--- src/rtl/bin_to_bcd16.sv ---
// bin_to_bcd16: sequential double-dabble binary-to-BCD converter.
// Converts one input bit per clock. It uses a start/busy/done handshake.
// The bcd output holds the last completed result until the next
// conversion finishes or reset is applied.
module bin_to_bcd16 #(
  parameter int WIDTH  = 16,
  parameter int DIGITS = 5
) (
  input  logic                  clk,
  input  logic                  rst,
  input  logic                  start,
  input  logic [WIDTH-1:0]      bin,
  output logic                  busy,
  output logic                  done,
  output logic [4*DIGITS-1:0]   bcd
);

  localparam int CNT_W = (WIDTH > 1) ? $clog2(WIDTH) : 1;
  localparam logic [CNT_W-1:0] LAST = CNT_W'(WIDTH - 1);

  typedef enum logic [0:0] {
    IDLE  = 1'b0,
    SHIFT = 1'b1
  } state_t;

  state_t                r_state;
  logic                  r_busy;
  logic                  r_done;
  logic [4*DIGITS-1:0]   r_bcd;
  logic [WIDTH-1:0]      r_sh;
  logic [4*DIGITS-1:0]   r_d;
  logic [CNT_W-1:0]      r_cnt;

  logic [4*DIGITS-1:0]   w_d_adj;
  logic [4*DIGITS-1:0]   w_d_next;
  logic [WIDTH-1:0]      w_sh_next;

  // Add 3 to every digit that is 5 or more, so the next left shift carries into the next decimal digit.
  // Each digit is at most 9 before the adjustment, so the 4-bit sum cannot overflow.
  function automatic logic [4*DIGITS-1:0] add3_digits(input logic [4*DIGITS-1:0] d);
    logic [4*DIGITS-1:0] r;
    r = d;
    for (int i = 0; i < DIGITS; i++) begin
      if (d[4*i +: 4] >= 4'd5) begin
        r[4*i +: 4] = d[4*i +: 4] + 4'd3;
      end
    end
    return r;
  endfunction

  // Adjust the digits, then shift {digits, binary} left by one bit.
  always_comb begin
    w_d_adj   = add3_digits(r_d);
    w_d_next  = {w_d_adj[4*DIGITS-2:0], r_sh[WIDTH-1]};
    w_sh_next = {r_sh[WIDTH-2:0], 1'b0};
  end

  // Control FSM, shift datapath and result register.
  always_ff @(posedge clk) begin
    if (rst) begin
      r_state <= IDLE;
      r_busy  <= 1'b0;
      r_done  <= 1'b0;
      r_bcd   <= '0;
      r_sh    <= '0;
      r_d     <= '0;
      r_cnt   <= '0;
    end else begin
      r_done <= 1'b0;
      case (r_state)
        IDLE: begin
          if (start) begin
            r_sh    <= bin;
            r_d     <= '0;
            r_cnt   <= '0;
            r_busy  <= 1'b1;
            r_state <= SHIFT;
          end
        end
        SHIFT: begin
          r_sh <= w_sh_next;
          r_d  <= w_d_next;
          if (r_cnt == LAST) begin
            // The WIDTH-th shift finishes the conversion, so publish it straight from the shifter.
            r_bcd   <= w_d_next;
            r_done  <= 1'b1;
            r_busy  <= 1'b0;
            r_cnt   <= '0;
            r_state <= IDLE;
          end else begin
            r_cnt <= r_cnt + 1'b1;
          end
        end
        default: begin
          r_state <= IDLE;
          r_busy  <= 1'b0;
        end
      endcase
    end
  end

  assign busy = r_busy;
  assign done = r_done;
  assign bcd  = r_bcd;

endmodule

--- config.mk ---
export PLATFORM = sky130hd
export DESIGN_NAME = bin_to_bcd16
export DESIGN_NICKNAME = d
export VERILOG_FILES = /design/src/rtl/bin_to_bcd16.sv
export SDC_FILE = /design/constraint.sdc
export NUM_CORES = 1
export LEC_CHECK = 0
export CORE_MARGIN = 2
export CORE_UTILIZATION = 48
export DETAILED_ROUTE_END_ITERATION = 8
export PLACE_DENSITY_LB_ADDON = 0.08
export SYNTH_ARGS = -nofsm -noshare
export SYNTH_HDL_FRONTEND = slang
export SYNTH_SLANG_ARGS = --single-unit
--- constraint.sdc ---
create_clock -name clk -period 1.36 [get_ports clk]
set_clock_uncertainty 0.1 [all_clocks]
set_input_delay 0.136 -clock clk [delete_from_list [all_inputs] [get_ports clk]]
set_output_delay 0.136 -clock clk [all_outputs]
set_load 0.01 [all_outputs]
==> results.txt, run 1 <==
The overall die height is 80.4 um, and the weighted congestion reported at the end of routability-driven placement is 0.788. At the end of the flow, the number of nets in the layout was 413. The wire length of the first global-routing pass is 10700 um, and the vias per cell is 5.43. Dividing the detail-routed wire length by the instance count gives 15.5 um. Of all cell types, the one taking the most synthesized area is sky130_fd_sc_hd__dfxtp_1.

The worst register-to-register path has a depth of 6. In this run the tool buffered the top-level ports with 40 buffer cells. The floorplan step defined a die boundary enclosing 6470 um^2. Measured along the x axis, the die boundary spans 80.4 um. The core region is 5570 um^2. Counting instances, the worst hold path has a depth of 2.

By area the synthesized netlist is led by sky130_fd_sc_hd__dfxtp_1, sky130_fd_sc_hd__mux2i_1, sky130_fd_sc_hd__a21oi_1. For the first-pass iteration count of the detailed router, the log shows 4. Worst path buffer plus inverter count: 1. The top cell types in the final layout, fill and taps aside, are sky130_fd_sc_hd__dfxtp_1, sky130_fd_sc_hd__buf_4, sky130_fd_sc_hd__a21oi_1.

The kind of cell with the highest combined delay along the critical path is flip-flops. TritonCTS built the clock tree. The number of design-rule violations left by the first detailed-router iteration came out at 104.

Counting every net in the synthesized netlist gives 334. Traced cell by cell, the critical path runs through inv_4 > ha_4 > nand2b_4 > a21oi_4 > mux2i_2 > a22o_1. For flop-to-flop paths, the worst setup slack is -110 ps. For this run, the number of standard cells in the final layout without fillers is 460. The run gives 2302 as the number of global-route vias before repair. The share of post-route cells with drive strength above 1 was 35.3%; the number of H-tree levels was 3. The critical path is of the reg -> reg type. The run gives 45.0% as the post-synthesis sequential area ratio. The antenna cell count was 0. The count of nets left with antenna violations once routing finished came out at 0.

At the pin with the least slew margin, the transition time is 428 ps. The total track usage came out at 21.8%. The critical-path cell with the highest stage delay is sky130_fd_sc_hd__dfxtp_2. Counting tap cells, the placed design contains a total of 429 instances. For this run, design rule violations remaining after detail routing come to 0. Measured against its own limit, the worst slew margin works out to 71.3%. At the worst endpoint, the arrival time is 1660 ps.

The run finished, with violations left. The area share of the largest cell type after synthesis is 45.0%, and the highest cell delay on the worst timing path is 350 ps. For hold timing, the worst endpoint is bcd[16]. Most common library cell in the layout ignoring fill and taps: sky130_fd_sc_hd__dfxtp_1. The number of warnings printed during yosys synthesis is 0, and the critical-path maximum fanout is 3. The startpoint of the tightest hold check path is bcd[16]. Setup repair after global routing could not meet its margin everywhere. After detailed routing, the total wire length is 7150 um. The logs give 1540 ps for the data required time at the worst endpoint and -434 ps for the setup slack at placement.

A synthesized cell averages 9.23 um^2. In this run, distinct cell masters in the synthesized netlist total 31. The worst setup margin is -114 ps. Endpoint class of the critical path: a register. In this run the cell area of the synthesized design comes to 2810 um^2. The root buffer cell chosen for the clock tree is sky130_fd_sc_hd__clkbuf_8. IR analysis of the VDD net gives a maximum drop of 0.000990 V. The tools report the number of setup violations in the final report as 23. After clock tree synthesis, the clock-pin slew on the worst setup and hold paths is 70 ps. Entering global routing, the biggest net connects 40 pins. The initial antenna violation count was 0. The wire-length estimate of the detail-placed layout is 4180 um. The tools report the number of placement rows as 27.

The checks that failed: setup timing. Of the available clock period, the critical path in the final layout requires 108%. After synthesis the netlist holds a flip-flop and latch count of 63. Detailed routing inserted a total of 2497 vias. Summed over all layers, the global routing overflow is 0. In this run the critical register-to-register path is launched from r_d[9].

The logs give 679 MHz for the maximum clock frequency and 340 ps for the clock latency of the later-clocked register in the worst-skew pair. The number of clock sinks seen by CTS was 63. Counting the buffers created by CTS gives 9.

The worst setup path is launched from a register. The layout overhead on the synthesized area is 50.4%, and the power density over cell area is 964 nW/um^2. The logs give 0 for the number of pins exceeding their max-slew limit in the final report and 0 for the number of maximum-capacitance constraint violations.

The tools report the maximum clock path buffer count as 2. Capture point of the worst reg-to-reg path: bcd[10]. Path class of the lowest-slack min-delay path: reg -> reg. The number of endpoints with negative hold slack in the final report was 0. Once the floorplan was initialized, standard cells occupied 50.3% of the core. For this design the top-level I/O count stands at 41.

Subtracting the final worst setup slack from the clock period gives 1470 ps. For the number of instances in the synthesized netlist, the log shows 304. The total leakage power came out at 0.00172 uW.
[cells by family (layout without fill, tap and decap cells)]
family	after synthesis	after routing	share of synthesized area, %
AOI/OAI and AO/OA	88	88	19.3
DFF	63	63	45.0
xor gates and xnor gates	5	5	1.56
muxes	21	21	7.49
adders and majority gates	11	11	4.91
and+or+nand+nor	86	86	15.6
buffers and inverters	30	114	6.20
[routing by layer]
layer  track usage (%)  share of wire [%]  wire [um]  vias up
met3              4.83                4.1        292       14
met1              26.5                 43       3090     1199
met4              11.2                1.9        139        0
met2              35.8                 51       3620       58
met5                 0                  0          0        -
li1                  -                  -          -     1226
[report_power, final]
part / internal, uW / total, uW / leakage (uW) / switching, uW
Clock: 1130 / 1840 / 0.000114 / 707
Combinational: 172 / 330 / 0.00109 / 158
Sequential: 1870 / 1900 / 0.000521 / 28.8
[synth_stat cells]
cell,number
sky130_fd_sc_hd__a211oi_1,1
sky130_fd_sc_hd__a21oi_1,38
sky130_fd_sc_hd__a21oi_2,4
sky130_fd_sc_hd__a22o_1,21
sky130_fd_sc_hd__and2b_2,1
sky130_fd_sc_hd__buf_12,1
sky130_fd_sc_hd__buf_2,8
sky130_fd_sc_hd__buf_4,2
sky130_fd_sc_hd__buf_6,2
sky130_fd_sc_hd__clkbuf_1,4
sky130_fd_sc_hd__clkinv_8,1
sky130_fd_sc_hd__dfxtp_1,63
sky130_fd_sc_hd__ha_1,11
sky130_fd_sc_hd__inv_1,12
sky130_fd_sc_hd__mux2i_1,21
sky130_fd_sc_hd__nand2_1,14
sky130_fd_sc_hd__nand2b_1,6
sky130_fd_sc_hd__nand3_1,6
sky130_fd_sc_hd__nand3b_1,1
sky130_fd_sc_hd__nand4_1,2
sky130_fd_sc_hd__nor2_1,33
sky130_fd_sc_hd__nor2_2,1
sky130_fd_sc_hd__nor2b_1,3
sky130_fd_sc_hd__nor3_1,2
sky130_fd_sc_hd__nor3_2,1
sky130_fd_sc_hd__nor3b_1,15
sky130_fd_sc_hd__o211ai_1,1
sky130_fd_sc_hd__o21a_1,1
sky130_fd_sc_hd__o21ai_0,22
sky130_fd_sc_hd__or2_1,1
sky130_fd_sc_hd__xnor2_1,5
[area by class of cell]
| cell class | instances | area [um^2] |
|---|---|---|
| Clock inverter | 3 | 65.1 |
| Clock buffer | 13 | 159 |
| Inverter | 13 | 73.8 |
| Multi-Input combinational cell | 211 | 1730 |
| Fill cell | 408 | 1350 |
| Tap cell | 72 | 90.1 |
| Timing Repair Buffer | 84 | 782 |
| Timing Repair inverter | 1 | 16.3 |
| Sequential cell | 63 | 1300 |
[per-stage QoR]
step | setup TNS [ps] | area [um^2] | total power (uW) | util [%] | hold slack [ps]
floorplan | -31.9 | 2840 | 2120 | - | 231
global placement | -19780 | 3440 | 2230 | 61.7 | 336
detailed placement | -20200 | 3440 | 2240 | 61.7 | 342
CTS | -1010 | 3950 | 4070 | 70.9 | 337
global route | -2970 | 4220 | 4210 | 75.7 | 363
finish | -1300 | 4220 | 4070 | 75.7 | 347
[timing repair]
action,in CTS,in global routing
gates resized for setup,78,57
hold buffers,0,0
endpoints found under the setup margin,67,46
pin swaps,13,22
buffers inserted,9,4
gates cloned,0,2
[worst register-to-register path, delay by kind of cell, from the launching register on]
kind                     cells  cell delay, ps
AO/OA/AOI/OAI                2             340
adder cells (fa/ha/maj)      1             150
buffers and inverters        1              50
flip-flops                   1             350
multiplexers                 1             280
AND/OR/NAND/NOR              1             150
[how the worst max path moves through the flow]
stage	start	end	slack (ps)	cells past startpoint
final	r_d[9]	bcd[10]	-110	6
after global routing	r_d[5]	bcd[6]	-160	6
after CTS	r_d[13]	r_d[14]	-120	6
after detailed placement	rst	r_d[14]	-430	3
after global placement	rst	r_d[13]	-410	3
after floorplan	r_cnt[0]	bcd[0]	-4	7
[sequential cells by signal, summed over array words and instances (netlist names)]
name     cells
r_state      1
done         1
busy         1
r_d         20
bcd         20
r_sh        16
r_cnt        4
Note: power is estimated with default switching activity, not from simulation.
==> run 2: changes to the inputs <==
- PLACE_DENSITY: default -> 0.8
- PLACE_DENSITY_LB_ADDON: 0.08 -> default
==> run 2 against run 1 <==
The flow still finishes with violations (setup timing). Global-route usage down 0.19 points. Clock power down 15%. Sequential power about the same. Total power down 7.2%. Routed wire length down 1.1%. Worst hold slack worse by 15 ps. Count of clock-buffer cells in the layout down 3. Highest routed layer unchanged.
==> results.txt, run 2 (synthesized netlist as in run 1, its figures left out) <==
The logs give 0 (unchanged) for the number of maximum-capacitance constraint violations and 415 (was 413) for the net total in the final layout. The number of CTS-inserted buffers was 9 (unchanged); the number of H-tree levels was 3 (unchanged). The share of post-route cells with drive strength above 1 was 35.1% (was 35.3%). The maximum clock frequency was 662 MHz (was 679 MHz). The number of global-route vias before repair is 2399 (was 2302). Data arrival time of the critical path: 1700 ps (was 1660 ps). The horizontal die dimension is 80.4 um (unchanged). The max-slew headroom at the worst pin was 71.3% (about the same); the area of the core region was 5570 um^2 (unchanged). The worst setup margin came out at -150 ps (was -114 ps). Count of input and output buffers: 40 (unchanged). The overflow left after global routing was 0 (unchanged); the number of clock sinks seen by CTS was 63 (unchanged). TritonCTS built the clock tree. The die area came out at 6470 um^2 (unchanged). The setup slack at placement was -305 ps (was -434 ps). The tools report the capture endpoint of the worst hold path as r_sh[0] (was bcd[16]). The final period utilization works out to 111% (was 108%). The count of cells along the worst hold path was 3 (was 2). The most common library cell in the layout ignoring fill and taps was sky130_fd_sc_hd__dfxtp_1 (unchanged).

The tools report the initial core utilization as 50.3% (unchanged). The number of top-level pins is 41 (unchanged). The clock tree root driver cell was sky130_fd_sc_hd__clkbuf_8 (unchanged).

The tools report the endpoint class of the critical path as a register (unchanged). Total leakage power: 0.00170 uW (was 0.00172 uW). Path class of the lowest-slack min-delay path: in -> reg (was reg -> reg). The switching portion of total power works out to 23.8% (was 22.0%). The critical-path maximum fanout is 3 (unchanged), and the clock transition at the registers of the reported paths is 70 ps (about the same).

The fraction of power consumed by the clock network was 41.4% (was 45.2%); the weighted congestion reported at the end of routability-driven placement was 0.824 (was 0.788). Commonest cells after routing, fill and taps aside: sky130_fd_sc_hd__dfxtp_1, sky130_fd_sc_hd__buf_4, sky130_fd_sc_hd__a21oi_1 (unchanged). The routed length per instance came out at 15.3 um (was 15.5 um). The tools report the minimum setup slack among reg-to-reg paths as -150 ps (was -110 ps). The critical path class was reg -> reg (unchanged). For the antenna cell count, the log shows 0 (unchanged). The first-pass iteration count of the detailed router was 5 (was 4). For the maximum clock path buffer count, the log shows 2 (unchanged). The run gives 8.2% (was 8.1%) as the part of the total power dissipated in combinational logic. The nature of the critical path startpoint is a register (unchanged).

The flow ran to the end, but the final reports show violations. The logs give 30 (was 23) for the number of setup violations in the final report and 350 ps (was 340 ps) for the clock latency of the later-clocked register in the worst-skew pair. The maximum VDD drop was 0.000947 V (was 0.000990 V); the number of cells on the worst reg-to-reg path was 6 (unchanged).

The logs give 0 (unchanged) for the total DRC errors in the routed layout and 21.6% (was 21.8%) for the total track usage. The logs give 0 (unchanged) for the number of routed nets with antenna violations and 4260 um (was 4180 um) for the post-detailed-placement half-perimeter wirelength. For the number of pins exceeding their max-slew limit in the final report, the log shows 0 (unchanged). The setup total negative slack is -2240 ps (was -1300 ps). The power density over cell area is 914 nW/um^2 (was 964 nW/um^2), and the initial antenna violation count is 0 (unchanged). The run gives 27 (unchanged) as the number of placement rows. The total vias in the final route is 2500 (was 2497). The tools report the number of endpoints with negative hold slack in the final report as 0 (unchanged). The launching point of the worst reg2reg path was r_d[9] (unchanged). For the routed wire length, the log shows 7070 um (was 7150 um). The data required time at the worst endpoint was 1550 ps (was 1540 ps).

The maximum number of pins on one net before global-route repair was 24 (was 40). The tools report the net switching power of the design as 899 uW (was 894 uW). The wire length of the first global-routing pass was 10700 um (about the same); the overall die height was 80.4 um (unchanged). The layout overhead on the synthesized area was 47.1% (was 50.4%).

Cell-internal power: 2870 uW (was 3170 uW). Setup repair after global routing could not meet its margin everywhere. Capture point of the worst reg-to-reg path: r_d[10] (was bcd[10]). The startpoint of the tightest hold check path was bin[0] (was bcd[16]). The slew at the pin closest to its max-slew limit is 429 ps (was 428 ps). The sequential cell fraction of total power came out at 50.4% (was 46.7%). The clock period minus worst slack is 1510 ps (was 1470 ps), and the vias per cell is 5.41 (was 5.43). Violated checks: setup timing (unchanged). The number of design-rule violations left by the first detailed-router iteration is 104 (unchanged).
==> run 2: cell count changes in the layout (fill, tap and decap cells not counted), sizes merged <==
cell,change
clkbuf,-4
buf,+3
clkinv,+4
inv,-1
clkinvlp,+1
bufinv,-1
==> run 2: how the worst max path moves through the flow <==
stage	slack (ps)	depth (start not counted)	to	start
after global placement	-230	3	bcd[0]	rst
after global routing	-200	6	r_d[10]	r_d[9]
after detailed placement	-310	3	r_d[5]	rst
final	-150	6	r_d[10]	r_d[9]
after CTS	-110	6	r_d[6]	r_d[5]
after floorplan	-4	7	bcd[0]	r_cnt[0]
==> run 2: layout make-up <==
type                    instances  area (um^2)
multi-input cells             211         1700
fillers                       402         1450
flip-flops and latches         63         1290
repair buffers                 86          777
clock buffers                  10          128
well taps                      72         90.1
inverters                      13         68.8
clock inverters                 6         61.3
repair inverters                1         16.3
==> run 2: routing by layer <==
layer	wire, um	up-vias	track usage (%)
met5	0	-	0
met4	112	0	9.15
met3	292	13	6.97
met2	3780	64	38.9
met1	2880	1184	22.9
li1	-	1239	-
==> run 2: repair_timing <==
action,CTS,global route
buffers inserted,9,2
gates cloned,0,1
gates resized for setup,82,40
pin swaps,20,19
hold buffers,0,0
endpoints found under the setup margin,69,43
==> run 2: metrics by stage <==
| step | utilization [%] | hold slack, ps | instance area (um^2) | power (uW) | cells |
|---|---|---|---|---|---|
| floorplan | - | 231 | 2840 | 2120 | 304 |
| global placement | 62.8 | 335 | 3500 | 2230 | 434 |
| detailed placement | 62.8 | 345 | 3500 | 2240 | 434 |
| CTS | 70.8 | 320 | 3940 | 3810 | 459 |
| global route | 74.0 | 352 | 4130 | 3910 | 462 |
| finish | 74.0 | 332 | 4130 | 3770 | 462 |
==> run 2: power by group through the flow <==
stage                     clock (uW)  combinational (uW)  sequential (uW)
after floorplan                    0                 178             1940
after global placement             0                 289             1940
after detailed placement           0                 297             1950
after CTS                       1600                 305             1900
after global routing            1670                 345             1900
final                           1560                 310             1900
==> run 2: critical path, stage by stage, from the launching register on <==
cell	delay (ps)
sky130_fd_sc_hd__dfxtp_2	350
sky130_fd_sc_hd__inv_4	50
sky130_fd_sc_hd__ha_4	150
sky130_fd_sc_hd__nand2b_4	150
sky130_fd_sc_hd__a21oi_4	200
sky130_fd_sc_hd__mux2i_2	290
sky130_fd_sc_hd__a22o_1	160
==> run 3: changes to the inputs <==
- CORE_UTILIZATION: 48 -> 50
- CTS_BUF_LIST: default -> sky130_fd_sc_hd__clkbuf_4
- CTS_CLUSTER_SIZE: default -> 10
- PLACE_DENSITY: 0.8 -> 0.82
==> run 3 against run 2 <==
The run still ends with setup timing left. Critical path depth increased by 1. Final cell count increased by 0.65%. Flip-flop and latch count unchanged. Total power decreased by 8.3%. Combinational power increased by 4%. Via count decreased by 0.20%. Register-to-register slack improved by 30 ps. Non-clock buffer count increased by 4. Core utilization increased by 1.9 points. Largest cell class unchanged.
==> results.txt, run 3 (synthesized netlist as in run 1, its figures left out) <==
Total vias in the final route: 2495 (was 2500). The logs give 4270 um (was 4260 um) for the post-detailed-placement half-perimeter wirelength and 0 (unchanged) for the number of maximum-capacitance constraint violations. The tools report the endpoint of the most critical setup path as bcd[13] (was r_d[10]). Cell breakdown of the critical path: inv_4 > ha_4 > nand2b_4 > a21oi_4 > buf_4 > xnor2_2 > a22o_1 (was inv_4 > ha_4 > nand2b_4 > a21oi_4 > mux2i_2 > a22o_1). The number of CTS-inserted buffers came out at 9 (unchanged).

The tools report the wire length of the first global-routing pass as 11000 um (was 10700 um). The weighted congestion reported at the end of routability-driven placement is 0.807 (was 0.824), and the overflow left after global routing is 0 (unchanged). The clock transition at the registers of the reported paths was 110 ps (was 70 ps). The vias per cell was 5.37 (was 5.41). The run gives 1290 um^2 (about the same) as the register area. The area after detailed placement is 3470 um^2 (was 3500 um^2).

For the multi-input gate area in the final layout, the log shows 1770 um^2 (was 1700 um^2). The minimum setup slack among reg-to-reg paths is -120 ps (was -150 ps), and the total non-filler cell area in the finished layout is 4150 um^2 (was 4130 um^2). The final period utilization works out to 109% (was 111%).

The run gives 674 MHz (was 662 MHz) as the maximum clock frequency. The most common library cell in the layout ignoring fill and taps is sky130_fd_sc_hd__dfxtp_1 (unchanged). The logs give 22 (was 30) for the number of setup violations in the final report and 2580 uW (was 2870 uW) for the cell-internal power. Commonest cells after routing, fill and taps aside: sky130_fd_sc_hd__dfxtp_1, sky130_fd_sc_hd__buf_4, sky130_fd_sc_hd__nor2_1, sky130_fd_sc_hd__a21oi_1, sky130_fd_sc_hd__dlygate4sd2_1 (was sky130_fd_sc_hd__dfxtp_1, sky130_fd_sc_hd__buf_4, sky130_fd_sc_hd__a21oi_1).

The tools report the nature of the critical path startpoint as a register (unchanged). The tools report the net switching power of the design as 879 uW (was 899 uW). Clock period minus worst slack: 1480 ps (was 1510 ps). Endpoint class of the critical path: a register (unchanged). The clock latency of the later-clocked register in the worst-skew pair is 430 ps (was 350 ps), and the initial antenna violation count is 0 (unchanged). For the net total in the final layout, the log shows 418 (was 415). Critical path class: reg -> reg (unchanged).

The data arrival time of the critical path was 1720 ps (was 1700 ps); the overall die height was 78.9 um (was 80.4 um). The maximum VDD drop is 0.00107 V (was 0.000947 V). The horizontal die dimension works out to 78.9 um (was 80.4 um). The max-slew headroom at the worst pin was 68.2% (was 71.3%); the number of design-rule violations left by the first detailed-router iteration was 78 (was 104). The switching portion of total power works out to 25.4% (was 23.8%). The number of top-level pins is 41 (unchanged).

Violated checks: setup timing (unchanged). The highest cell delay on the worst timing path works out to 370 ps (was 350 ps). The share of post-route cells with drive strength above 1 is 37.9% (was 35.1%), and the maximum clock path buffer count is 2 (unchanged). Critical-path maximum fanout: 3 (unchanged). The slew at the pin closest to its max-slew limit is 475 ps (was 429 ps), and the number of clock sinks seen by CTS is 63 (unchanged). The logs give 9.3% (was 8.2%) for the part of the total power dissipated in combinational logic and 6230 um^2 (was 6470 um^2) for the die area.

Number of endpoints with negative hold slack in the final report: 0 (unchanged). The layout overhead on the synthesized area is 48.0% (was 47.1%). The tools report the clock tree root driver cell as sky130_fd_sc_hd__clkbuf_4 (was sky130_fd_sc_hd__clkbuf_8).

The run gives 4 (was 5) as the first-pass iteration count of the detailed router. The routed wire length was 7080 um (was 7070 um); the worst setup margin was -124 ps (was -150 ps). The path class of the lowest-slack min-delay path was in -> reg (unchanged).

The number of cells on the worst reg-to-reg path was 7 (was 6); the setup slack at placement was -375 ps (was -305 ps). Setup repair after global routing could not meet its margin everywhere. The maximum number of pins on one net before global-route repair is 25 (was 24). The number of H-tree levels was 3 (unchanged); the number of placement rows was 27 (unchanged). The count of input and output buffers is 40 (unchanged). The run gives 0 (unchanged) as the number of routed nets with antenna violations.

The tools report the antenna cell count as 0 (unchanged). TritonCTS built the clock tree. Capture point of the worst reg-to-reg path: bcd[13] (was r_d[10]). The run gives 0.00170 uW (about the same) as the total leakage power. The routed length per instance came out at 15.2 um (was 15.3 um). The logs give 22.9% (was 21.6%) for the total track usage and 54.8% (was 50.4%) for the sequential cell fraction of total power. The power density over cell area works out to 833 nW/um^2 (was 914 nW/um^2).

The number of global-route vias before repair was 2458 (was 2399); the number of fill cells in the layout was 397 (was 402). The beginning of the critical path was r_d[13] (was r_d[9]). The logs give 0 (unchanged) for the total DRC errors in the routed layout and 35.9% (was 41.4%) for the fraction of power consumed by the clock network.

The tools report the initial core utilization as 51.3% (was 50.3%). The data required time at the worst endpoint came out at 1590 ps (was 1550 ps). The launching point of the worst reg2reg path was r_d[13] (was r_d[9]). The area of the core region is 5470 um^2 (was 5570 um^2), and the number of pins exceeding their max-slew limit in the final report is 0 (unchanged). Critical-path cell with the highest stage delay: sky130_fd_sc_hd__dfxtp_2 (unchanged).

The flow ran to the end, but the final reports show violations.
## run 3: changes by cell type in the layout (fill, tap and decap cells not counted), moves of 4 or more
cell / delta
sky130_fd_sc_hd__buf_4: +5
sky130_fd_sc_hd__o21ai_0: -4
sky130_fd_sc_hd__clkbuf_8: -9
sky130_fd_sc_hd__o21ai_1: +4
sky130_fd_sc_hd__nor3b_1: -5
sky130_fd_sc_hd__nor3b_2: +4
sky130_fd_sc_hd__clkbuf_4: +9
## run 3: worst max-delay path: cells and delay by family (launching register included)
| kind | cells | cell delay [ps] |
|---|---|---|
| flip-flops | 1 | 370 |
| AO/OA/AOI/OAI | 2 | 360 |
| buffers and inverters | 2 | 210 |
| adder cells (fa/ha/maj) | 1 | 140 |
| AND/OR/NAND/NOR | 1 | 140 |
| XOR/XNOR | 1 | 70 |
## run 3: power groups by stage
stage / combinational (uW) / clock [uW] / sequential (uW)
final: 321 / 1240 / 1900
after global routing: 353 / 1320 / 1900
after CTS: 308 / 1260 / 1900
after detailed placement: 301 / 0 / 1950
after global placement: 290 / 0 / 1950
after floorplan: 178 / 0 / 1940
## run 3: per-layer routing
metal,up-vias,GRT usage (%),share of wire [%]
li1,1235,-,-
met1,1183,24.8,41
met2,63,41.8,53
met3,14,6.25,4.3
met4,0,9.66,2.0
met5,-,0,0
## run 3: worst min-delay path by stage
stage	from	end	slack, ps	cells past startpoint
after floorplan	bin[0]	r_sh[0]	230	2
after global placement	bcd[12]	bcd[12]	340	2
after detailed placement	bcd[11]	bcd[11]	340	2
after CTS	bin[0]	r_sh[0]	250	3
after global routing	bin[0]	r_sh[0]	290	3
final	bin[0]	r_sh[0]	260	3
## run 3: cell type report
cell class              count  area share, %
clock buffers               9           1.63
clock inverters             7           1.54
inverters                  13           1.78
multi-input cells         211           42.7
flip-flops and latches     63           31.2
well taps                  72           2.17
repair buffers             90           19.0
## run 3: timing repair
action	in CTS	in global routing
hold buffers	0	0
resized for setup	72	70
hold endpoints to repair	0	0
buffers inserted	9	9
pin swaps	9	32
setup endpoints to repair	66	50
## run 3: per-stage QoR
step	util (%)	instances	setup TNS, ps	power, uW	hold slack [ps]
3_5_place_dp	63.5	432	-12820	2250	345
4_1_cts	69.9	457	-926	3470	253
5_1_grt	75.9	465	-3520	3580	287
6_report	75.9	465	-1710	3460	256
3_3_place_gp	63.5	432	-10390	2240	335
2_1_floorplan	-	304	-31.9	2120	231
